==> src/rtl/ql_sdram_arbiter_if.sv <==
// Bundle of CPU, HPS-loader and SDRAM word-port signals around the SDRAM arbiter.
// The slave modport is the arbiter's view; master is the surrounding system.
interface ql_sdram_arbiter_if #(
    parameter int AW     = 24,
    parameter int CPU_AW = 19
);
    logic              slot;
    logic              cpu_req;
    logic              cpu_we;
    logic [CPU_AW-1:0] cpu_addr;
    logic [1:0]        cpu_ds;
    logic [15:0]       cpu_wdata;
    logic [15:0]       cpu_rdata;
    logic              cpu_ack;
    logic              ld_wr;
    logic [AW-1:0]     ld_addr;
    logic [15:0]       ld_data;
    logic              ld_wait;
    logic [AW-1:0]     sd_addr;
    logic [15:0]       sd_din;
    logic [1:0]        sd_ds;
    logic              sd_we;
    logic              sd_oe;
    logic [15:0]       sd_dout;

    modport slave (
        input  slot, cpu_req, cpu_we, cpu_addr, cpu_ds, cpu_wdata,
        input  ld_wr, ld_addr, ld_data, sd_dout,
        output cpu_rdata, cpu_ack, ld_wait,
        output sd_addr, sd_din, sd_ds, sd_we, sd_oe
    );

    modport master (
        output slot, cpu_req, cpu_we, cpu_addr, cpu_ds, cpu_wdata,
        output ld_wr, ld_addr, ld_data, sd_dout,
        input  cpu_rdata, cpu_ack, ld_wait,
        input  sd_addr, sd_din, sd_ds, sd_we, sd_oe
    );
endinterface

==> src/rtl/ql_sdram_arbiter.sv <==
// Slot-based arbiter sharing the SDRAM word port between the 68008 bus and the
// HPS loader; a one-word loader buffer plus alternating priority keeps both moving.
module ql_sdram_arbiter #(
    parameter int AW     = 24,
    parameter int CPU_AW = 19
) (
    input  logic                 clk_sys,
    input  logic                 RESET,
    ql_sdram_arbiter_if.slave    bus
);

    typedef enum logic [1:0] {
        IDLE    = 2'd0,
        CPU_ACC = 2'd1,
        LD_ACC  = 2'd2
    } state_t;

    state_t        state_q, state_d;
    logic          prio_ld_q, prio_ld_d;
    logic          lb_valid_q, lb_valid_d;
    logic [AW-1:0] lb_addr_q, lb_addr_d;
    logic [15:0]   lb_data_q, lb_data_d;
    logic [AW-1:0] sd_addr_q, sd_addr_d;
    logic [15:0]   sd_din_q, sd_din_d;
    logic [1:0]    sd_ds_q, sd_ds_d;
    logic          sd_we_q, sd_we_d;
    logic          sd_oe_q, sd_oe_d;
    logic [15:0]   cpu_rdata_q, cpu_rdata_d;
    logic          cpu_ack_q, cpu_ack_d;

    logic          cpu_cand;
    logic          ld_cand;

    // A requester finishing in this slot sits out the arbitration of the same slot.
    assign cpu_cand = bus.cpu_req && (state_q != CPU_ACC);
    assign ld_cand  = lb_valid_q  && (state_q != LD_ACC);

    always_ff @(posedge clk_sys) begin
        if (RESET) begin
            state_q     <= IDLE;
            prio_ld_q   <= 1'b0;
            lb_valid_q  <= 1'b0;
            sd_addr_q   <= '0;
            sd_din_q    <= '0;
            sd_ds_q     <= '0;
            sd_we_q     <= 1'b0;
            sd_oe_q     <= 1'b0;
            cpu_rdata_q <= '0;
            cpu_ack_q   <= 1'b0;
        end else begin
            state_q     <= state_d;
            prio_ld_q   <= prio_ld_d;
            lb_valid_q  <= lb_valid_d;
            sd_addr_q   <= sd_addr_d;
            sd_din_q    <= sd_din_d;
            sd_ds_q     <= sd_ds_d;
            sd_we_q     <= sd_we_d;
            sd_oe_q     <= sd_oe_d;
            cpu_rdata_q <= cpu_rdata_d;
            cpu_ack_q   <= cpu_ack_d;
        end
    end

    // Buffer payload is only meaningful while lb_valid_q is set, so it needs no reset.
    always_ff @(posedge clk_sys) begin
        lb_addr_q <= lb_addr_d;
        lb_data_q <= lb_data_d;
    end

    always_comb begin
        state_d   = state_q;
        prio_ld_d = prio_ld_q;
        if (bus.slot) begin
            if (cpu_cand && ld_cand) begin
                if (prio_ld_q) begin
                    state_d   = LD_ACC;
                    prio_ld_d = 1'b0;
                end else begin
                    state_d   = CPU_ACC;
                    prio_ld_d = 1'b1;
                end
            end else if (cpu_cand) begin
                state_d = CPU_ACC;
            end else if (ld_cand) begin
                state_d = LD_ACC;
            end else begin
                state_d = IDLE;
            end
        end
    end

    always_comb begin
        lb_valid_d  = lb_valid_q;
        lb_addr_d   = lb_addr_q;
        lb_data_d   = lb_data_q;
        sd_addr_d   = sd_addr_q;
        sd_din_d    = sd_din_q;
        sd_ds_d     = sd_ds_q;
        sd_we_d     = sd_we_q;
        sd_oe_d     = sd_oe_q;
        cpu_rdata_d = cpu_rdata_q;
        cpu_ack_d   = 1'b0;

        if (bus.slot && (state_q == LD_ACC)) begin
            lb_valid_d = 1'b0;
        end
        // A strobe into a full buffer is dropped; lb_valid_q is still set when clearing.
        if (bus.ld_wr && !lb_valid_q) begin
            lb_valid_d = 1'b1;
            lb_addr_d  = bus.ld_addr;
            lb_data_d  = bus.ld_data;
        end

        if (bus.slot) begin
            if (state_q == CPU_ACC) begin
                cpu_ack_d = 1'b1;
                if (sd_oe_q) begin
                    cpu_rdata_d = bus.sd_dout;
                end
            end
            case (state_d)
                CPU_ACC: begin
                    sd_addr_d = AW'(bus.cpu_addr);
                    sd_ds_d   = bus.cpu_ds;
                    sd_din_d  = bus.cpu_wdata;
                    sd_we_d   = bus.cpu_we;
                    sd_oe_d   = !bus.cpu_we;
                end
                LD_ACC: begin
                    sd_addr_d = lb_addr_q;
                    sd_ds_d   = 2'b11;
                    sd_din_d  = lb_data_q;
                    sd_we_d   = 1'b1;
                    sd_oe_d   = 1'b0;
                end
                default: begin
                    sd_we_d = 1'b0;
                    sd_oe_d = 1'b0;
                end
            endcase
        end
    end

    assign bus.ld_wait   = lb_valid_q;
    assign bus.cpu_rdata = cpu_rdata_q;
    assign bus.cpu_ack   = cpu_ack_q;
    assign bus.sd_addr   = sd_addr_q;
    assign bus.sd_din    = sd_din_q;
    assign bus.sd_ds     = sd_ds_q;
    assign bus.sd_we     = sd_we_q;
    assign bus.sd_oe     = sd_oe_q;

endmodule

==> src/flat_wrapper.sv <==
// flat-port wrapper written by rule: the top's interface ports become plain ports
module ql_sdram_arbiter_flat 
#(
    parameter int AW     = 24,
    parameter int CPU_AW = 19
)
  (clk_sys, RESET, bus_slot, bus_cpu_req, bus_cpu_we, bus_cpu_addr, bus_cpu_ds, bus_cpu_wdata, bus_ld_wr, bus_ld_addr, bus_ld_data, bus_sd_dout, bus_cpu_rdata, bus_cpu_ack, bus_ld_wait, bus_sd_addr, bus_sd_din, bus_sd_ds, bus_sd_we, bus_sd_oe);
  ql_sdram_arbiter_if #(.AW(AW), .CPU_AW(CPU_AW)) bus_i ();
  input  logic clk_sys;
  input  logic RESET;
  input wire logic [$bits(bus_i.slot)-1:0] bus_slot;
  input wire logic [$bits(bus_i.cpu_req)-1:0] bus_cpu_req;
  input wire logic [$bits(bus_i.cpu_we)-1:0] bus_cpu_we;
  input wire logic [$bits(bus_i.cpu_addr)-1:0] bus_cpu_addr;
  input wire logic [$bits(bus_i.cpu_ds)-1:0] bus_cpu_ds;
  input wire logic [$bits(bus_i.cpu_wdata)-1:0] bus_cpu_wdata;
  input wire logic [$bits(bus_i.ld_wr)-1:0] bus_ld_wr;
  input wire logic [$bits(bus_i.ld_addr)-1:0] bus_ld_addr;
  input wire logic [$bits(bus_i.ld_data)-1:0] bus_ld_data;
  input wire logic [$bits(bus_i.sd_dout)-1:0] bus_sd_dout;
  output wire logic [$bits(bus_i.cpu_rdata)-1:0] bus_cpu_rdata;
  output wire logic [$bits(bus_i.cpu_ack)-1:0] bus_cpu_ack;
  output wire logic [$bits(bus_i.ld_wait)-1:0] bus_ld_wait;
  output wire logic [$bits(bus_i.sd_addr)-1:0] bus_sd_addr;
  output wire logic [$bits(bus_i.sd_din)-1:0] bus_sd_din;
  output wire logic [$bits(bus_i.sd_ds)-1:0] bus_sd_ds;
  output wire logic [$bits(bus_i.sd_we)-1:0] bus_sd_we;
  output wire logic [$bits(bus_i.sd_oe)-1:0] bus_sd_oe;
  assign bus_i.slot = bus_slot;
  assign bus_i.cpu_req = bus_cpu_req;
  assign bus_i.cpu_we = bus_cpu_we;
  assign bus_i.cpu_addr = bus_cpu_addr;
  assign bus_i.cpu_ds = bus_cpu_ds;
  assign bus_i.cpu_wdata = bus_cpu_wdata;
  assign bus_i.ld_wr = bus_ld_wr;
  assign bus_i.ld_addr = bus_ld_addr;
  assign bus_i.ld_data = bus_ld_data;
  assign bus_i.sd_dout = bus_sd_dout;
  assign bus_cpu_rdata = bus_i.cpu_rdata;
  assign bus_cpu_ack = bus_i.cpu_ack;
  assign bus_ld_wait = bus_i.ld_wait;
  assign bus_sd_addr = bus_i.sd_addr;
  assign bus_sd_din = bus_i.sd_din;
  assign bus_sd_ds = bus_i.sd_ds;
  assign bus_sd_we = bus_i.sd_we;
  assign bus_sd_oe = bus_i.sd_oe;
  ql_sdram_arbiter #(.AW(AW), .CPU_AW(CPU_AW)) u_core (.clk_sys(clk_sys), .RESET(RESET), .bus(bus_i));
endmodule
==> config.mk <==
export PLATFORM = sky130hd
export DESIGN_NAME = ql_sdram_arbiter_flat
export DESIGN_NICKNAME = d
export VERILOG_FILES = /design/src/rtl/ql_sdram_arbiter_if.sv /design/src/rtl/ql_sdram_arbiter.sv /design/src/flat_wrapper.sv
export SDC_FILE = /design/constraint.sdc
export NUM_CORES = 1
export LEC_CHECK = 0
export CAP_MARGIN = 20
export CORE_MARGIN = 2
export CORE_UTILIZATION = 48
export CTS_BUF_LIST = sky130_fd_sc_hd__clkbuf_8
export CTS_CLUSTER_DIAMETER = 150
export DETAILED_ROUTE_END_ITERATION = 16
export GPL_TIMING_DRIVEN = 0
export PLACE_DENSITY = 0.88
export SETUP_SLACK_MARGIN = 0.02
export SYNTH_ARGS = -nofsm -noshare
export SYNTH_HDL_FRONTEND = slang
export SYNTH_SLANG_ARGS = --single-unit
export TNS_END_PERCENT = 10
==> constraint.sdc <==
create_clock -name clk_sys -period 4.7 [get_ports clk_sys]
set_input_delay 0.94 -clock clk_sys [delete_from_list [all_inputs] [get_ports clk_sys]]
set_output_delay 0.94 -clock clk_sys [all_outputs]
set_load 0.05 [all_outputs]
==> out/summary.md <==
* **Cell Area, Synth** 3961 um^2
* **minimum setup slack among reg-to-reg paths** 2.42 ns
* **total via count in the routed design** 3150
* **via count of the first global-routing pass** 3140
* **final worst path period share** 62.51%
* **hold-critical path endpoint** u_core.bus.cpu_rdata[3]
* **combined global-route utilization of all metal layers** 20.78%
* **hold path start** u_core.bus.cpu_rdata[3]
* **Die Area** 8996 um^2
* **worst vdd ir** 0.1724 mV
* **first-pass GRT wire length** 14.53 mm
* **site row count** 33
* **PwrDens** 334.9 nW/um^2
* **slew margin rel.** 51.19%
* **clock root buffer** sky130_fd_sc_hd__clkbuf_8
* **met2 WL post-DR** 4.885 mm
* **Worst Path Class, Setup** in2reg
* **most common cell after layout, fill and taps aside** sky130_fd_sc_hd__clkdlybuf4s50_1
* **post_cts resized** 0
* **effective utilization at floorplan** 48.95%
* **Synthesis Warnings** 0
* **biggest fanout along the worst timing path** 10
* **post-synthesis net count** 443
* **type of the tightest min-delay check** reg2reg
* **Reg2Reg Capture Point** u_core.bus.sd_addr[18]
* **overflow left after global routing** 0
* **post-DR vias/cell** 5.048
* **violation count after the first detailed-routing iteration** 70
* **largest buffer count on any clock path** 2
* **number of register bits inferred by synthesis** 105
* **Post-Route Skew** 0.01050 ns
* **met3 routed wirelength** 716 um
* **number of input and output port buffers inserted** 160
* **Final Hold Violating Endpoints** 0
* **area of the placeable core** 8093 um^2
* **total setup buffers inserted after CTS** 0
* **peak clock frequency supported by timing** 0.3404 GHz
* **Crit Reg-Reg Startpoint** u_core.state_q[1]
* **count of fill cells added during filler insertion** 594
* **final design area excluding fillers** 5922 um^2
* **Final Worst Setup Slack** 1.762 ns
* **# setup viols final** 0
* **Detail Placement HPWL** 7.295 mm
* **antenna violations before repair** 0
* **maximum number of pins on one net before global-route repair** 25
* **post-detailed-routing wire length** 9.485 mm
* **area growth from synthesis to layout** 49.49%
* **top-level I/O count** 161
* **die width** 94.85 um
* **final count of pins violating max slew** 0
* **number of cells on the worst hold path** 2
* **Post-layout nets** 615
* **H-tree level count** 3
* **MaxCap Viol Count** 0
* **depth of the worst register-to-register path** 9
* **total leakage power** 2.052 nW
* **detailed-routing wirelength on met1** 3.690 mm
* **clock sink total** 105
* **number of hold buffers added after CTS** 0
* **iteration count of the initial detailed-routing pass** 4
* **worst setup timing slack at the placement stage** 1.396 ns
* **total cell area at the placement stage** 5729 um^2
* **number of distinct standard cells referenced by the synthesized netlist** 33
* **wire length per cell** 15.20 um
* **number of inserted diodes** 0
* **TNS Setup** 0 ns
* **clock transition at the register clock pins on the worst setup and hold paths after CTS** 0.09 ns
* **fraction of layout cells with a size suffix above 1** 7.900%
* **number of buffers inserted during clock tree synthesis** 9
* **uppermost layer routed** met4
* **worst path required time** 4.91 ns
* **cell count after synthesis** 342
* **DRC violation count after routing** 0
* **commonest cells after routing, fill and taps aside** sky130_fd_sc_hd__clkdlybuf4s50_1, sky130_fd_sc_hd__dfxtp_1, sky130_fd_sc_hd__nor2_1
* **clock tree from TritonCTS** built
* **Data arrival, critical path** 3.15 ns
* **post-synthesis sequential area ratio** 63.17%
* **final weighted congestion in routability-driven placement** 0.7832
* **Avg Cell Area, Syn** 11.58 um^2
* **CP startpoint kind** input port
* **Die Ht** 94.85 um
* **kind of end point of the critical path** register
* **Least-Margin Pin Slew** 0.7306 ns
* **setup repair after global routing missed its margin** no
* **shortest clock period the worst path allows after layout** 2.938 ns
* **Clock Latency Late Sink** 0.35 ns
* **status** completed
* **antenna-violating nets left** 0
[synth_stat cells]
| library cell | instances | share of area [%] |
|---|---|---|
| sky130_fd_sc_hd__a31oi_1 | 1 | 0.16 |
| sky130_fd_sc_hd__a221oi_1 | 1 | 0.22 |
| sky130_fd_sc_hd__buf_6 | 1 | 0.28 |
| sky130_fd_sc_hd__buf_4 | 6 | 1.1 |
| sky130_fd_sc_hd__a21o_1 | 1 | 0.19 |
| sky130_fd_sc_hd__nand2_1 | 40 | 3.8 |
| sky130_fd_sc_hd__a31o_2 | 1 | 0.22 |
| sky130_fd_sc_hd__and4b_1 | 1 | 0.25 |
| sky130_fd_sc_hd__a211oi_1 | 36 | 6.8 |
| sky130_fd_sc_hd__o21a_1 | 1 | 0.19 |
| sky130_fd_sc_hd__clkbuf_1 | 4 | 0.38 |
| sky130_fd_sc_hd__buf_1 | 3 | 0.28 |
| sky130_fd_sc_hd__nand3_1 | 5 | 0.63 |
| sky130_fd_sc_hd__nand2b_1 | 3 | 0.47 |
| sky130_fd_sc_hd__nand4b_2 | 1 | 0.38 |
| sky130_fd_sc_hd__a2bb2oi_1 | 2 | 0.44 |
| sky130_fd_sc_hd__edfxtp_1 | 40 | 30 |
| sky130_fd_sc_hd__nor2b_1 | 3 | 0.47 |
| sky130_fd_sc_hd__o21ai_0 | 1 | 0.13 |
| sky130_fd_sc_hd__a21oi_1 | 23 | 2.9 |
| sky130_fd_sc_hd__buf_2 | 12 | 1.5 |
| sky130_fd_sc_hd__dfxtp_1 | 65 | 33 |
| sky130_fd_sc_hd__and4bb_1 | 1 | 0.32 |
| sky130_fd_sc_hd__o22ai_1 | 1 | 0.16 |
| sky130_fd_sc_hd__mux2i_1 | 36 | 9.1 |
| sky130_fd_sc_hd__a311oi_2 | 1 | 0.38 |
| sky130_fd_sc_hd__mux2_4 | 1 | 0.38 |
| sky130_fd_sc_hd__nor2_1 | 42 | 4.0 |
| sky130_fd_sc_hd__nor3_1 | 4 | 0.51 |
| sky130_fd_sc_hd__ha_1 | 2 | 0.63 |
| sky130_fd_sc_hd__and2b_4 | 1 | 0.25 |
| sky130_fd_sc_hd__inv_1 | 1 | 0.095 |
| sky130_fd_sc_hd__nand2_2 | 1 | 0.16 |
[per-layer routing]
metal | vias up | track usage (%)
li1 | 1565 | -
met1 | 1445 | 23.94
met2 | 124 | 37.53
met3 | 16 | 5.188
met4 | 0 | 7.005
met5 | - | 0
[flip-flops by register name, indices dropped and copies added, names as in the netlist]
register              cells
u_core.bus.sd_addr       24
u_core.lb_addr_q         24
u_core.bus.cpu_rdata     16
u_core.bus.sd_din        16
u_core.lb_data_q         16
u_core.bus.sd_ds          2
u_core.state_q            2
u_core.bus.cpu_ack        1
u_core.bus.ld_wait        1
u_core.bus.sd_oe          1
u_core.bus.sd_we          1
u_core.prio_ld_q          1
[layout make-up]
cell class | count | area, um^2 | share of cell area, %
flip-flops and latches | 105 | 2502 | 42.26
clock buffers | 9 | 123.9 | 2.092
repair buffers | 161 | 1629 | 27.51
plain buffers | 26 | 142.6 | 2.409
inverters | 1 | 3.754 | 0.06338
well taps | 105 | 131.4 | 2.218
multi-input cells | 210 | 1320 | 22.29
clock inverters | 7 | 68.82 | 1.162
[where the power goes]
group	internal (mW)	leakage, nW	total [mW]	switching, mW
clock network	0.247	0.0991	0.540	0.293
registers	1.00	0.911	1.03	0.0253
logic	0.185	1.04	0.417	0.232
[worst max path at each step]
stage,end,slack [ns],startpoint,cells after the start
2_1_floorplan,u_core.lb_addr_q[0],1.53,bus_ld_wr,1
3_3_place_gp,u_core.lb_addr_q[16],0.26,bus_ld_wr,2
3_5_place_dp,u_core.bus.sd_addr[18],1.40,bus_slot,10
4_1_cts,u_core.bus.sd_addr[18],1.76,bus_slot,10
5_1_grt,u_core.bus.sd_din[0],1.59,bus_slot,10
6_report,u_core.bus.sd_addr[18],1.76,bus_slot,10
[per-stage QoR]
step | hold WS [ns] | cells | util, % | power, mW
finish | 0.4590 | 624 | 73.18 | 1.983
global route | 0.4778 | 624 | 73.18 | 2.061
CTS | 0.4610 | 624 | 73.18 | 2.000
detailed placement | 0.4487 | 608 | 70.79 | 1.466
global placement | 0.4385 | 607 | 70.36 | 1.452
floorplan | 0.5190 | 342 | - | 1.279
[worst max-delay path: stages]
cell and delay, ns:
sky130_fd_sc_hd__clkdlybuf4s50_1 0.51, sky130_fd_sc_hd__buf_4 0.20, sky130_fd_sc_hd__mux2i_1 0.32, sky130_fd_sc_hd__a31o_2 0.15, sky130_fd_sc_hd__ha_1 0.22, sky130_fd_sc_hd__nor2b_1 0.10
sky130_fd_sc_hd__buf_2 0.18, sky130_fd_sc_hd__buf_6 0.16, sky130_fd_sc_hd__buf_2 0.25, sky130_fd_sc_hd__a211oi_1 0.11
[logic make-up (layout without fill, tap and decap cells)]
family	after synthesis	count (layout)	share of synthesized area (%)
flops	105	105	63.17
simple gates	102	102	11.21
compound gates	69	69	11.81
mux	37	37	9.476
buf+inv	27	204	3.695
fa+ha+maj	2	2	0.6316
(Power assumes the default switching activity.)
